## config.mk

```make
export PLATFORM = sky130hd
export DESIGN_NAME = z80_bus_ctrl
export DESIGN_NICKNAME = d
export VERILOG_FILES = /design/src/rtl/z80_bus_pkg.sv /design/src/rtl/z80_irq_ctrl.sv /design/src/rtl/z80_bus_ctrl.sv
export SDC_FILE = /design/constraint.sdc
export NUM_CORES = 1
export LEC_CHECK = 0
export CAP_MARGIN = 20
export CORE_ASPECT_RATIO = 1.4
export CORE_MARGIN = 10
export CORE_UTILIZATION = 46
export CTS_BUF_LIST = sky130_fd_sc_hd__clkbuf_4
export CTS_CLUSTER_DIAMETER = 50
export DETAILED_ROUTE_END_ITERATION = 10
export PLACE_DENSITY = 0.82
export SYNTH_ARGS = -nofsm -noshare
export SYNTH_HDL_FRONTEND = slang
export SYNTH_HIERARCHICAL = 1
export SYNTH_SLANG_ARGS = --single-unit
```

## constraint.sdc

```tcl
create_clock -name clk_25mhz -period 3.3 [get_ports clk_25mhz]
set_input_delay 0.33 -clock clk_25mhz [delete_from_list [all_inputs] [get_ports clk_25mhz]]
set_output_delay 0.33 -clock clk_25mhz [all_outputs]
set_load 0.05 [all_outputs]
```

## src/rtl/z80_bus_pkg.sv

```systemverilog
`default_nettype none
// +-----------------------------------------------------------------------+
// | z80_bus_pkg : cycle types, defaults and decode shared by the bus ctrl |
// | Rev 1.0                                                               |
// +-----------------------------------------------------------------------+
package z80_bus_pkg;

  typedef enum logic [2:0] {
    IDLE   = 3'd0,
    MEM_RD = 3'd1,
    MEM_WR = 3'd2,
    IO_RD  = 3'd3,
    IO_WR  = 3'd4,
    INTA   = 3'd5
  } cycle_t;

  localparam logic [7:0] c_IRQ_PORT_DEFAULT     = 8'hF0;
  localparam logic [7:0] c_IRQ_VEC_BASE_DEFAULT = 8'h80;

  // INTA must win over IO_RD/IO_WR because the core drives iorq_n with m1_n.
  function automatic cycle_t decode_cycle(input logic mreq_n, input logic iorq_n,
                                          input logic rd_n, input logic wr_n,
                                          input logic m1_n);
    cycle_t c;
    if (!iorq_n && !m1_n)      c = INTA;
    else if (!iorq_n && !rd_n) c = IO_RD;
    else if (!iorq_n && !wr_n) c = IO_WR;
    else if (!mreq_n && !rd_n) c = MEM_RD;
    else if (!mreq_n && !wr_n) c = MEM_WR;
    else                       c = IDLE;
    return c;
  endfunction

endpackage
`default_nettype wire

```

## src/rtl/z80_irq_ctrl.sv

```systemverilog
`default_nettype none
// +-----------------------------------------------------------------------+
// | z80_irq_ctrl : edge-latched, maskable interrupts with IM2 vectors     |
// | Rev 1.0                                                               |
// +-----------------------------------------------------------------------+
module z80_irq_ctrl
  import z80_bus_pkg::*;
#(
  parameter int         N_IRQ        = 4,
  parameter logic [7:0] IRQ_VEC_BASE = c_IRQ_VEC_BASE_DEFAULT
) (
  input  logic             clk,
  input  logic             rst,
  input  logic [N_IRQ-1:0] i_irq_req,
  input  logic             i_mask_we,
  input  logic [N_IRQ-1:0] i_mask_wdata,
  input  logic             i_inta_start,
  input  logic             i_inta_end,
  output logic [N_IRQ-1:0] o_pending,
  output logic             o_int_n,
  output logic [7:0]       o_vector
);

  logic [N_IRQ-1:0] r_irq_prev;
  logic [N_IRQ-1:0] r_pending;
  logic [N_IRQ-1:0] r_mask;
  logic [2:0]       r_src;
  logic             r_src_valid;
  logic [7:0]       r_vector;

  logic [N_IRQ-1:0] w_rise;
  logic [N_IRQ-1:0] w_active;
  logic [N_IRQ-1:0] w_clear;
  logic [2:0]       w_idx;
  logic             w_any;
  logic [7:0]       w_new_vec;

  assign w_rise   = i_irq_req & ~r_irq_prev;
  assign w_active = r_pending & r_mask;
  assign w_any    = |w_active;

  always_comb begin
    w_idx = '0;
    for (int i = N_IRQ - 1; i >= 0; i--) begin
      if (w_active[i]) w_idx = 3'(i);
    end
  end

  assign w_new_vec = w_any ? (IRQ_VEC_BASE + {4'b0000, w_idx, 1'b0}) : IRQ_VEC_BASE;

  always_comb begin
    w_clear = '0;
    for (int i = 0; i < N_IRQ; i++) begin
      w_clear[i] = i_inta_end && r_src_valid && (r_src == 3'(i));
    end
  end

  always_ff @(posedge clk) begin
    if (rst) begin
      r_irq_prev  <= '0;
      r_pending   <= '0;
      r_mask      <= '0;
      r_src       <= '0;
      r_src_valid <= 1'b0;
      r_vector    <= IRQ_VEC_BASE;
    end else begin
      r_irq_prev <= i_irq_req;
      // A fresh edge in the clearing cycle must survive the acknowledge.
      r_pending  <= (r_pending & ~w_clear) | w_rise;
      if (i_mask_we) r_mask <= i_mask_wdata;
      if (i_inta_start) begin
        r_src       <= w_idx;
        r_src_valid <= w_any;
        r_vector    <= w_new_vec;
      end
    end
  end

  assign o_pending = r_pending;
  assign o_int_n   = ~|w_active;
  // Bypass the latch in the start cycle so the vector is on the bus immediately.
  assign o_vector  = i_inta_start ? w_new_vec : r_vector;

endmodule
`default_nettype wire

```

## src/rtl/z80_bus_ctrl.sv

```systemverilog
`default_nettype none
// +-----------------------------------------------------------------------+
// | z80_bus_ctrl : tv80n reset stretch, cycle decode, waits, strobes, IRQ |
// | Rev 1.0                                                               |
// +-----------------------------------------------------------------------+
module z80_bus_ctrl
  import z80_bus_pkg::*;
#(
  parameter int         RST_HOLD     = 8,
  parameter int         N_IRQ        = 4,
  parameter logic [7:0] IRQ_VEC_BASE = c_IRQ_VEC_BASE_DEFAULT,
  parameter logic [7:0] IRQ_PORT     = c_IRQ_PORT_DEFAULT,
  parameter int         MEM_WAIT     = 0,
  parameter int         IO_WAIT      = 1
) (
  input  logic             clk_25mhz,
  input  logic             reset,
  input  logic             btn_rst_n,
  output logic             core_reset_n,
  input  logic             mreq_n,
  input  logic             iorq_n,
  input  logic             rd_n,
  input  logic             wr_n,
  input  logic             m1_n,
  input  logic [15:0]      A,
  input  logic [7:0]       cpu_do,
  output logic [7:0]       cpu_di,
  output logic             wait_n,
  output logic             int_n,
  output logic             mem_we,
  input  logic [7:0]       mem_rdata,
  output logic             io_rd,
  output logic             io_wr,
  input  logic [7:0]       io_rdata,
  input  logic [N_IRQ-1:0] irq_req
);

  localparam int c_RW = $clog2(RST_HOLD + 1);

  cycle_t           w_cyc;
  cycle_t           r_cyc;
  logic [3:0]       r_wait;
  logic             r_done;
  logic [c_RW-1:0]  r_rst_cnt;

  logic             w_start;
  logic             w_is_io;
  logic [3:0]       w_load;
  logic [3:0]       w_cnt;
  logic             w_fire;
  logic             w_irq_port;
  logic             w_mask_we;
  logic             w_inta_start;
  logic             w_inta_end;
  logic [N_IRQ-1:0] w_pending;
  logic [7:0]       w_pend8;
  logic [7:0]       w_vector;
  logic             w_unused;

  assign w_cyc      = decode_cycle(mreq_n, iorq_n, rd_n, wr_n, m1_n);
  assign w_start    = (w_cyc != r_cyc) && (w_cyc != IDLE);
  assign w_is_io    = (w_cyc == IO_RD) || (w_cyc == IO_WR) || (w_cyc == INTA);
  assign w_load     = w_is_io ? 4'(IO_WAIT) : 4'(MEM_WAIT);
  // The counter register lags by a cycle, so the start cycle uses the load value.
  assign w_cnt      = w_start ? w_load : r_wait;
  assign w_fire     = !reset && (w_cyc != IDLE) && (w_cnt == 4'd0) && (w_start || !r_done);
  assign w_irq_port = (A[7:0] == IRQ_PORT);

  assign wait_n = reset || (w_cyc == IDLE) || (w_cnt == 4'd0);
  assign mem_we = w_fire && (w_cyc == MEM_WR);
  assign io_rd  = w_fire && (w_cyc == IO_RD) && !w_irq_port;
  assign io_wr  = w_fire && (w_cyc == IO_WR) && !w_irq_port;

  assign w_mask_we    = w_fire && (w_cyc == IO_WR) && w_irq_port;
  assign w_inta_start = w_start && (w_cyc == INTA);
  assign w_inta_end   = (r_cyc == INTA) && (w_cyc != INTA);

  always_ff @(posedge clk_25mhz) begin
    if (reset) begin
      r_cyc  <= IDLE;
      r_wait <= 4'd0;
      r_done <= 1'b0;
    end else begin
      r_cyc <= w_cyc;
      if (w_cyc == IDLE) begin
        r_wait <= 4'd0;
        r_done <= 1'b0;
      end else begin
        r_wait <= (w_cnt != 4'd0) ? (w_cnt - 4'd1) : 4'd0;
        r_done <= (w_start ? 1'b0 : r_done) | w_fire;
      end
    end
  end

  always_ff @(posedge clk_25mhz) begin
    if (reset || !btn_rst_n) begin
      r_rst_cnt <= c_RW'(RST_HOLD);
    end else if (r_rst_cnt != '0) begin
      r_rst_cnt <= r_rst_cnt - c_RW'(1);
    end
  end

  assign core_reset_n = (r_rst_cnt == '0);

  z80_irq_ctrl #(
    .N_IRQ        (N_IRQ),
    .IRQ_VEC_BASE (IRQ_VEC_BASE)
  ) u_irq (
    .clk          (clk_25mhz),
    .rst          (reset),
    .i_irq_req    (irq_req),
    .i_mask_we    (w_mask_we),
    .i_mask_wdata (cpu_do[N_IRQ-1:0]),
    .i_inta_start (w_inta_start),
    .i_inta_end   (w_inta_end),
    .o_pending    (w_pending),
    .o_int_n      (int_n),
    .o_vector     (w_vector)
  );

  always_comb begin
    w_pend8 = '0;
    w_pend8[N_IRQ-1:0] = w_pending;
  end

  always_comb begin
    cpu_di = 8'hFF;
    case (w_cyc)
      MEM_RD:  cpu_di = mem_rdata;
      IO_RD:   cpu_di = w_irq_port ? w_pend8 : io_rdata;
      INTA:    cpu_di = w_vector;
      default: cpu_di = 8'hFF;
    endcase
  end

  assign w_unused = ^{A[15:8], cpu_do};

endmodule
`default_nettype wire

```

* Word-level counts from Yosys, hierarchy flattened
Cells that the tools add are included.
** Word-level totals
- Flip-flop bits (word level) :: 36
- Logic and storage cells :: 97
** Cells by class
- Add/sub/neg operators :: 3
- Equality and inequality tests :: 12
- Mux-type cells :: 16
- Bitwise logic cells :: 8
- Reductions and logical operators :: 48
** Operators by type and width (number)
- two-way mux 8 bit :: 3
- case mux 8 bit (3 select lines) :: 1
- logical AND 1 bit :: 22
- AND 4 bit :: 3
- equality test 3 x 2 -> 1 bit, second input constant :: 4
- two-way mux 2 bit :: 6
- zero test 1 bit :: 10
- equality test 3 bit, second input constant :: 3
- two-way mux 3 bit :: 3
- adder 8 x 3 -> 8 bit, first input constant :: 1
- equality test 8 bit, second input constant :: 1
- zero test 4 bit :: 2
- NOT 4 bit :: 2
- nonzero test 4 bit :: 2
- subtractor 4 x 1 -> 4 bit, second input constant :: 2
- equality test 3 x 1 -> 1 bit, second input constant :: 2
- zero test 3 bit :: 2
- logical OR 1 bit :: 6
- two-way mux 4 bit :: 1
- OR 4 bit :: 1
- OR reduction 4 bit :: 1
- inequality test 3 bit :: 1
- inequality test 3 bit, second input constant :: 1
- nonzero test 3 bit :: 1
- 5 further kinds :: 6

* Longest topological paths before layout
Gate-level depths: netlist of run 1.
- Word-level depth :: 17
- Gate-level depth with buffers :: 13
- Mapped depth without buffers :: 10

* Hierarchy
The synthesis of run 1 kept the hierarchy.
** Modules (own cells, without submodules)
- z80_bus_ctrl :: times used 1, cells each 121, area an instance 987.2 um^2, sequential area each 240.2 um^2
- z80_irq_ctrl :: times used 1, cells each 89, area an instance 878.3 um^2, sequential area each 460.4 um^2

* Worst setup path before layout of run 1
No wires, ideal clock.
- Kind :: in2out
- From :: input port iorq_n
- To :: output port io_rd
- Arrival time :: 3.188 ns
- Path slack :: -0.218 ns
- Cell stages on the path :: 9
- Path buffers :: 2
- Cells stage by stage :: buf_6 > or2_2 > buf_2 > a32o_1 > a31oi_4 > mux2i_1 > ha_1 > o2111ai_4 > nor3_1
** On the way
- Word-level cells in the longest chain between the ends :: 15
- Elaborated cells on any way between the ends :: 24
- Those cells by class :: eq/ne: 4; mux: 5; reduce/logical: 15
** Ends and longest elaborated chain
- start: declaration :: line z80_bus_ctrl.sv:21 : input logic iorq_n,
- zero test 1 bit * :: line z80_bus_pkg.sv:25, z80_bus_pkg.sv:26, z80_bus_pkg.sv:27
- logical AND 1 bit :: line z80_bus_pkg.sv:27 : else if (!iorq_n && !wr_n) c = IO_WR;
- two-way mux 3 bit :: line z80_bus_pkg.sv:27
- two-way mux 3 bit :: line z80_bus_pkg.sv:26 : else if (!iorq_n && !rd_n) c = IO_RD;
- two-way mux 3 bit * :: line z80_bus_pkg.sv:25 : if (!iorq_n && !m1_n) c = INTA;
- equality test 3 x 2 -> 1 bit / equality test 3 bit (equally long branches) :: line z80_bus_ctrl.sv:62, z80_bus_ctrl.sv:71
- logical OR 1 bit (2 in series) :: line z80_bus_ctrl.sv:62 : assign w_is_io = (w_cyc == IO_RD) || (w_cyc == IO_WR) || (w_cyc == INTA);
- two-way mux 1 bit :: line z80_bus_ctrl.sv:63 : assign w_load = w_is_io ? 4'(IO_WAIT) : 4'(MEM_WAIT);
- two-way mux 4 bit :: line z80_bus_ctrl.sv:65 : assign w_cnt = w_start ? w_load : r_wait;
- zero test 4 bit :: line z80_bus_ctrl.sv:66 : assign w_fire = !reset && (w_cyc != IDLE) && (w_cnt == 4'd0) && (w_start || !r_done);
- logical AND 1 bit (2 in series) :: line z80_bus_ctrl.sv:66
- logical AND 1 bit * (2 in series) :: line z80_bus_ctrl.sv:71 : assign io_rd = w_fire && (w_cyc == IO_RD) && !w_irq_port;
- end: declaration :: line z80_bus_ctrl.sv:32 : output logic io_rd,
Mark *: on every way between the ends. The rest lies on a longest branch, timed or not.

* Worst setup path after layout of run 1
- From :: input port iorq_n
- To :: output port io_wr
** On the way
- Word-level cells in the longest chain between the ends :: 15
- Elaborated cells on any way between the ends :: 24
- Those cells by class :: eq/ne: 4; mux: 5; reduce/logical: 15
** Ends and longest elaborated chain
- zero test 1 bit * :: line z80_bus_pkg.sv:25, z80_bus_pkg.sv:26, z80_bus_pkg.sv:27
- logical AND 1 bit :: line z80_bus_pkg.sv:27
- two-way mux 3 bit :: line z80_bus_pkg.sv:27
- two-way mux 3 bit :: line z80_bus_pkg.sv:26
- two-way mux 3 bit * :: line z80_bus_pkg.sv:25
- equality test 3 x 2 -> 1 bit / equality test 3 bit (equally long branches) :: line z80_bus_ctrl.sv:62, z80_bus_ctrl.sv:72
- logical OR 1 bit (2 in series) :: line z80_bus_ctrl.sv:62
- two-way mux 1 bit :: line z80_bus_ctrl.sv:63
- two-way mux 4 bit :: line z80_bus_ctrl.sv:65
- zero test 4 bit :: line z80_bus_ctrl.sv:66
- logical AND 1 bit (2 in series) :: line z80_bus_ctrl.sv:66
- logical AND 1 bit * (2 in series) :: line z80_bus_ctrl.sv:72 : assign io_wr = w_fire && (w_cyc == IO_WR) && !w_irq_port;
- end: declaration :: line z80_bus_ctrl.sv:33 : output logic io_wr,
Marks and branches as above.

==> results.json, run 1 <==
{
  "status": "complete, no violations",
  "cts_tree": "done",
  "async_reset_ff_share_pct": 0,
  "grt_max_degree": 30,
  "cts_setup_buffers": 0,
  "crit_required_ns": 2.97,
  "gp_congestion": 0.7504,
  "grt_pass1_wl_um": 7893,
  "clk_path_buf_depth": 2,
  "rows": 27,
  "port_buffers": 53,
  "hp-class": "flip-flop to flip-flop",
  "p_leak_nw": 0.9540,
  "instances_no_fill": 318,
  "ys.flop_type": "dfxtp_1",
  "clockRootBuffer": "clkbuf_4",
  "wire_per_inst_um": 14.99,
  "routed_wirelength_um": 4767,
  "worst_clock_skew_ns": 0.01518,
  "die_y_um": 95.35,
  "cap_violations": 0,
  "core_mm2": 0.003919,
  "synth_top_area_cell": "dfxtp_1",
  "clkSinkCount": 35,
  "crit_arrival_ns": 2.82,
  "synth_top_area_share_pct": 37.56,
  "worst_pin_slew_ns": 0.5140,
  "fin_util_pct": 67.08,
  "rsz0062_at_grt": "no",
  "post-route-period-util_pct": 95.59,
  "syn_inst": 210,
  "vias": 1748,
  "drc": 0,
  "antenna_cells": 0,
  "syn_avg_cell_area_um2": 8.884,
  "fin_setup_tns_ns": 0,
  "worst-setup-path-type": "input pin to primary output",
  "netlist-cell-type-count": 48,
  "grt_overflow": 0,
  "powerDensity_mw_per_mm2": 388.3,
  "dp_cells": 310,
  "maxSlewViolCount": 0,
  "hold_violations": 0,
  "vdd_drop_max_v": 0.0002883,
  "yosys_register_bits": 35,
  "synth_edf_count": 0,
  "drt_iter0_markers": 114,
  "ys_seq_area_share_pct": 37.56,
  "fin_total_pwr_mw": 1.021,
  "yosysWarnings": 6,
  "synth_area_leaders": "dfxtp_1 38%, nor2b_1 6.4%, mux2i_1 4.8%",
  "drt.antenna.violating_nets": 0,
  "fp.dieW_um": 73.82,
  "start_util_pct": 47.61,
  "clk_pin_slew_ns": 0.12,
  "synthToLayoutAreaGrowth_pct": 40.91,
  "synth_common_cells": "35 x dfxtp_1, 19 x nor2_1, 19 x nor2b_1, 16 x nand2_1, 12 x a21oi_1",
  "slew-limit-headroom_pct": 65.63,
  "dieArea_mm2": 0.007039,
  "dr.pass1.iters": 4,
  "cts_inserted_buffers": 5,
  "worst_setup_path_start_kind": "input pin",
  "post-route-min-period_ns": 3.154,
  "gr-usage-all-layers_pct": 13.81,
  "r2r_cells": 9,
  "hold_slack_ns": 0.4536,
  "syn_nets": 264,
  "min_delay_path_depth": 1,
  "io_pins": 66,
  "setup_violations": 0,
  "hpwlAfterDp_um": 3665,
  "grt_pass1_vias": 1747,
  "yosys.cell_count.top_type": "dfxtp_1",
  "htreeDepth": 2,
  "cp-end-kind": "primary output",
  "clock.fmax_mhz": 317.0,
  "crit_fanout": 7,
  "antenna_found_initial": 0,
  "final_nets": 328,
  "vias_per_cell": 5.497,
  "layout-drive-gt1-share_pct": 18.18,
  "clk_latency_ns": 0.34,
  "netlist_area_mm2": 0.001866
}
layout by cell type, fill, tap and decap left out, types with 4 or more instances in the layout:
| cell type | n |
|---|---|
| nor2_1 | 19 |
| o22ai_1 | 8 |
| nor2b_1 | 19 |
| nand2_1 | 16 |
| clkdlybuf4s50_1 | 41 |
| o21a_1 | 8 |
| nor3_1 | 5 |
| o21ai_0 | 5 |
| a21oi_1 | 12 |
| dfxtp_1 | 35 |
| mux2i_1 | 9 |
| nand2b_1 | 11 |
| buf_4 | 20 |
| clkbuf_4 | 5 |
| inv_1 | 4 |
| buf_12 | 6 |
sequential cells by signal, summed over array words and instances (netlist names):
name,flops
u_irq/r_vector,8
r_rst_cnt,4
r_wait,4
u_irq/o_pending,4
u_irq/r_irq_prev,4
u_irq/r_mask,4
r_cyc,3
u_irq/r_src,2
r_done,1
u_irq/r_src_valid,1
power by group:
part | internal, mW | total [mW] | switching [mW]
clock network | 0.156 | 0.303 | 0.147
logic | 0.130 | 0.262 | 0.132
registers | 0.440 | 0.456 | 0.0155
stage by stage:
stage | area [um2] | worst slack (ns)
6_report | 2629 | 0.1455
3_5_place_dp | 2541 | 0.1286
4_1_cts | 2618 | 0.1217
2_1_floorplan | 1866 | -0.2184
5_1_grt | 2629 | 0.01461
3_3_place_gp | 2541 | 0.1352
per-layer routing:
metal	track usage, %	wire length [um]
met5	0	0
met3	4.990	469
met4	5.763	100
met2	22.51	2171
met1	15.83	2024
cell families after synthesis:
group                    share of synthesized area (%)
AND/OR/NAND/NOR                                  27.97
buffers and inverters                            3.957
multiplexers                                     5.433
XOR/XNOR                                         2.281
AO/OA/AOI/OAI                                    21.46
flip-flops                                       37.56
adder cells (fa/ha/maj)                          1.341
critical path, stage by stage:
cell and delay [ns]:
clkdlybuf4s50_1 0.51, or3b_1 0.45, o21ai_4 0.10, xnor2_2 0.12
a31oi_4 0.24, mux2i_1 0.23, ha_1 0.23, o2111ai_4 0.15
nor4_2 0.27, buf_12 0.18
final cells by class:
| class | instances | area, um2 |
|---|---|---|
| timing repair buffer | 67 | 680.7 |
| clock buffer | 5 | 37.54 |
| clock inverter | 3 | 38.79 |
| inverter | 4 | 15.01 |
| sequential | 35 | 700.7 |
| multi-input combinational | 161 | 1102 |
| tap | 43 | 53.80 |
| fill | 319 | 1290 |
final timing paths:
path / from / to / slack [ns]
worst min register to register: u_irq/r_vector[7]$_SDFF_PP1_ / u_irq/r_vector[7]$_SDFF_PP1_ / 0.45
worst max register to register: r_cyc[0]$_SDFF_PP0_ / u_irq/r_mask[3]$_SDFFE_PP0P_ / 1.13
worst max-delay path: iorq_n / io_wr / 0.15
worst min-delay path: u_irq/r_vector[7]$_SDFF_PP1_ / u_irq/r_vector[7]$_SDFF_PP1_ / 0.45
repair_timing:
item                                    in CTS  in global routing
endpoints found under the setup margin       0                  2
hold buffers                                 0                  0
resized for setup                            0                  2
Power figures use the tool's default switching activity.
==> run 2: changes to the inputs <==
--- a/config.mk
+++ b/config.mk
@@ -5,14 +5,16 @@
 export SDC_FILE = /design/constraint.sdc
 export NUM_CORES = 1
 export LEC_CHECK = 0
+export ABC_AREA = 1
 export CAP_MARGIN = 20
 export CORE_ASPECT_RATIO = 1.4
 export CORE_MARGIN = 10
-export CORE_UTILIZATION = 46
+export CORE_UTILIZATION = 45
 export CTS_BUF_LIST = sky130_fd_sc_hd__clkbuf_4
 export CTS_CLUSTER_DIAMETER = 50
 export DETAILED_ROUTE_END_ITERATION = 10
-export PLACE_DENSITY = 0.82
+export HOLD_SLACK_MARGIN = 0.05
+export PLACE_DENSITY = 0.81
 export SYNTH_ARGS = -nofsm -noshare
 export SYNTH_HDL_FRONTEND = slang
 export SYNTH_HIERARCHICAL = 1
==> results.json, run 2 <==
{
  "wire_per_inst_um": 12.63,
  "p_leak_nw": 1.134,
  "yosysWarnings": 6,
  "worst_clock_skew_ns": 0.009633,
  "core_mm2": 0.003709,
  "cpPeakStageDelay_ns": 0.47,
  "pwr-share-comb_pct": 29.1,
  "critPathMostFrequentCell": "nand2_1",
  "wl_met2_um": 2364,
  "cts_resized": 0,
  "hp-class": "flip-flop to flip-flop",
  "clk_path_buf_depth": 2,
  "clock.fmax_mhz": 336.5,
  "synth_common_cells": "74 x nand2_1, 39 x nor2_1, 36 x inv_1, 35 x dfxtp_1, 15 x o21ai_0",
  "cts_tree": "done",
  "synth_area_leaders": "dfxtp_1 40%, nand2_1 16%, nor2_1 8.3%",
  "cts_inserted_buffers": 5,
  "crit_required_ns": 2.97,
  "clk_pin_slew_ns": 0.11,
  "clkSinkCount": 35,
  "vias_per_cell": 4.943,
  "dr.pass1.iters": 4,
  "ys.flop_type": "dfxtp_1",
  "layout-drive-gt1-share_pct": 13.37,
  "ys_seq_area_share_pct": 39.80,
  "setup_violations": 0,
  "rows": 26,
  "pwr-share-clk_pct": 23.9,
  "worst_pin_slew_ns": 0.4995,
  "htreeDepth": 2,
  "fin_setup_tns_ns": 0,
  "io_pins": 66,
  "pre_cts_slack_ns": 0.3123,
  "synth_top_area_cell": "dfxtp_1",
  "netlist-cell-type-count": 23,
  "ctsHoldBuffers": 0,
  "gp_congestion": 0.8272,
  "syn_nets": 322,
  "crit_chain": "clkdlybuf4s50_1, nor2_2, buf_4, nor2_1, nand2_1, nand2_1, inv_1, nand3_1, nand2_2, ha_1, nand2_2, nor2_2, nand2_1, nor2_1, buf_12",
  "routed.top_layer": "met4",
  "syn_inst": 268,
  "hpwlAfterDp_um": 3822,
  "yosys_register_bits": 35,
  "crit_path_top_delay_cell": "clkdlybuf4s50_1",
  "wl_met1_um": 1895,
  "final_nets": 382,
  "antenna_found_initial": 0,
  "cap_violations": 0,
  "powerDensity_mw_per_mm2": 395.6,
  "largest_reg_flops": 8,
  "rsz0062_at_grt": "no",
  "vdd_drop_max_v": 0.0003690,
  "drc": 0,
  "start_util_pct": 47.47,
  "max_flop_register": "u_irq/r_vector",
  "grt_overflow": 0,
  "clockRootBuffer": "clkbuf_4",
  "slew-limit-headroom_pct": 66.59,
  "routed_wirelength_um": 4685,
  "vias": 1834,
  "crit_arrival_ns": 2.64,
  "maxSlewViolCount": 0,
  "async_reset_ff_share_pct": 0,
  "status": "complete, no violations",
  "gr-usage-all-layers_pct": 14.16,
  "synthToLayoutAreaGrowth_pct": 40.23,
  "grt_pass1_vias": 1831,
  "die_y_um": 94.01,
  "hold_violations": 0,
  "drt_iter0_markers": 52,
  "post-route-period-util_pct": 90.05,
  "fp.dieW_um": 72.86,
  "dieArea_mm2": 0.006849,
  "internal_power_uw": 659.4,
  "worst-setup-path-type": "input pin to primary output",
  "crit_family": "simple AND/OR/NAND/NOR gates",
  "synth_top_area_share_pct": 39.80,
  "yosys.cell_count.top_type": "nand2_1",
  "p_switching_uw": 317.3,
  "clk_latency_ns": 0.34,
  "worst_setup_path_start_kind": "input pin",
  "path_buf_inv": 4,
  "port_buffers": 53,
  "crit_fanout": 11,
  "wl_met3_um": 257,
  "final_cell_mix": "74 x nand2_1, 41 x clkdlybuf4s50_1, 39 x nor2_1",
  "final_common_cell": "nand2_1",
  "setup_ws_ns": 0.3282,
  "syn_avg_cell_area_um2": 6.569,
  "swShare_pct": 32.48,
  "drt.antenna.violating_nets": 0,
  "post-route-min-period_ns": 2.972,
  "cts_setup_buffers": 0,
  "netlist_area_mm2": 0.001760,
  "pwr-share-seq_pct": 47.0,
  "antenna_cells": 0,
  "synth_edf_count": 0,
  "grt_max_degree": 17,
  "grt_pass1_wl_um": 7831,
  "cp-end-kind": "primary output"
}
[run 2: cell types whose count changed in the layout (fill, tap and decap cells not counted), moves of 6 or more]
cell | before | now
buf_4 | 20 | 9
inv_1 | 4 | 36
o21ai_0 | 5 | 15
nand2_1 | 16 | 74
mux2i_1 | 9 | 0
nor2_1 | 19 | 39
nor2b_1 | 19 | 0
nand2b_1 | 11 | 0
nand2_2 | 0 | 9
o21a_1 | 8 | 0
nand3_1 | 1 | 7
[run 2: cell families after synthesis]
| kind of cell | count (synthesis) | synth area share, % |
|---|---|---|
| xor+xnor | 1 | 0.4976 |
| fa+ha+maj | 2 | 1.421 |
| simple gates | 156 | 38.95 |
| compound gates | 32 | 10.09 |
| flops | 35 | 39.80 |
| buf+inv | 42 | 9.240 |
[run 2: per-layer routing]
metal,track usage [%],up-vias
met5,0,-
met4,7.778,0
met3,4.339,15
met2,25.58,51
met1,13.75,801
li1,-,967
[run 2: final cells by class]
| class | instances | area (um2) |
|---|---|---|
| clock buffers | 6 | 45.04 |
| clock inverters | 2 | 12.51 |
| multi-input cells | 191 | 897.1 |
| inverters | 38 | 142.6 |
| repair buffers | 57 | 618.1 |
| fillers | 343 | 1240 |
| well taps | 42 | 52.55 |
| flip-flops and latches | 35 | 700.7 |
[run 2: worst register-to-register path, cell delays in order, from the launching register on]
cell     delay (ns)
dfxtp_1        0.34
inv_1          0.06
nand2_2        0.06
nand2_1        0.05
nor2_2         0.11
nand2_2        0.08
nand2_4        0.11
nand2_2        0.07
nand2_2        0.07
ha_1           0.20
nand2_2        0.09
nor2_2         0.13
nand2_1        0.09
nor2_1         0.26
inv_1          0.14
nor2_1         0.11
nor2_1         0.05
[run 2: path summary, 6_finish.rpt]
check	startpoint	endpoint	slack, ns	cells past startpoint
worst min register to register	u_irq/r_irq_prev[3]$_SDFF_PP0_	u_irq/o_pending[3]$_SDFF_PP0_	0.43	1
worst max-delay path	iorq_n	io_wr	0.33	15
worst min-delay path	u_irq/r_irq_prev[3]$_SDFF_PP0_	u_irq/o_pending[3]$_SDFF_PP0_	0.43	1
worst max register to register	r_cyc[0]$_SDFF_PP0_	u_irq/r_mask[0]$_SDFFE_PP0P_	1.17	16
[run 2: power groups by stage]
stage          clock network [mW]  registers (mW)  logic, mW
3_5_place_dp                    0           0.469      0.286
4_1_cts                     0.242           0.460      0.286
2_1_floorplan                   0           0.465      0.168
3_3_place_gp                    0           0.469      0.279
6_report                    0.233           0.459      0.284
5_1_grt                     0.260           0.462      0.311
[run 2: stage by stage]
stage / power [mW] / util, % / instance area (um2) / hold slack [ns] / cells
after CTS: 0.9878 / 66.57 / 2469 / 0.4293 / 371
after detailed placement: 0.7554 / 65.01 / 2411 / 0.4177 / 363
after global placement: 0.7481 / 65.01 / 2411 / 0.4097 / 363
after global routing: 1.033 / 66.57 / 2469 / 0.4416 / 371
final: 0.9767 / 66.57 / 2469 / 0.4274 / 371
after floorplan: 0.6327 / - / 1760 / 0.4024 / 268
==> run 3: changes to the inputs <==
--- a/config.mk
+++ b/config.mk
@@ -15,6 +15,7 @@
 export DETAILED_ROUTE_END_ITERATION = 10
 export HOLD_SLACK_MARGIN = 0.05
 export PLACE_DENSITY = 0.81
+export SKIP_CTS_REPAIR_TIMING = 1
 export SYNTH_ARGS = -nofsm -noshare
 export SYNTH_HDL_FRONTEND = slang
 export SYNTH_HIERARCHICAL = 1
==> results of run 3 <==
Final layout, timing and power as in run 2 (identical DEF).
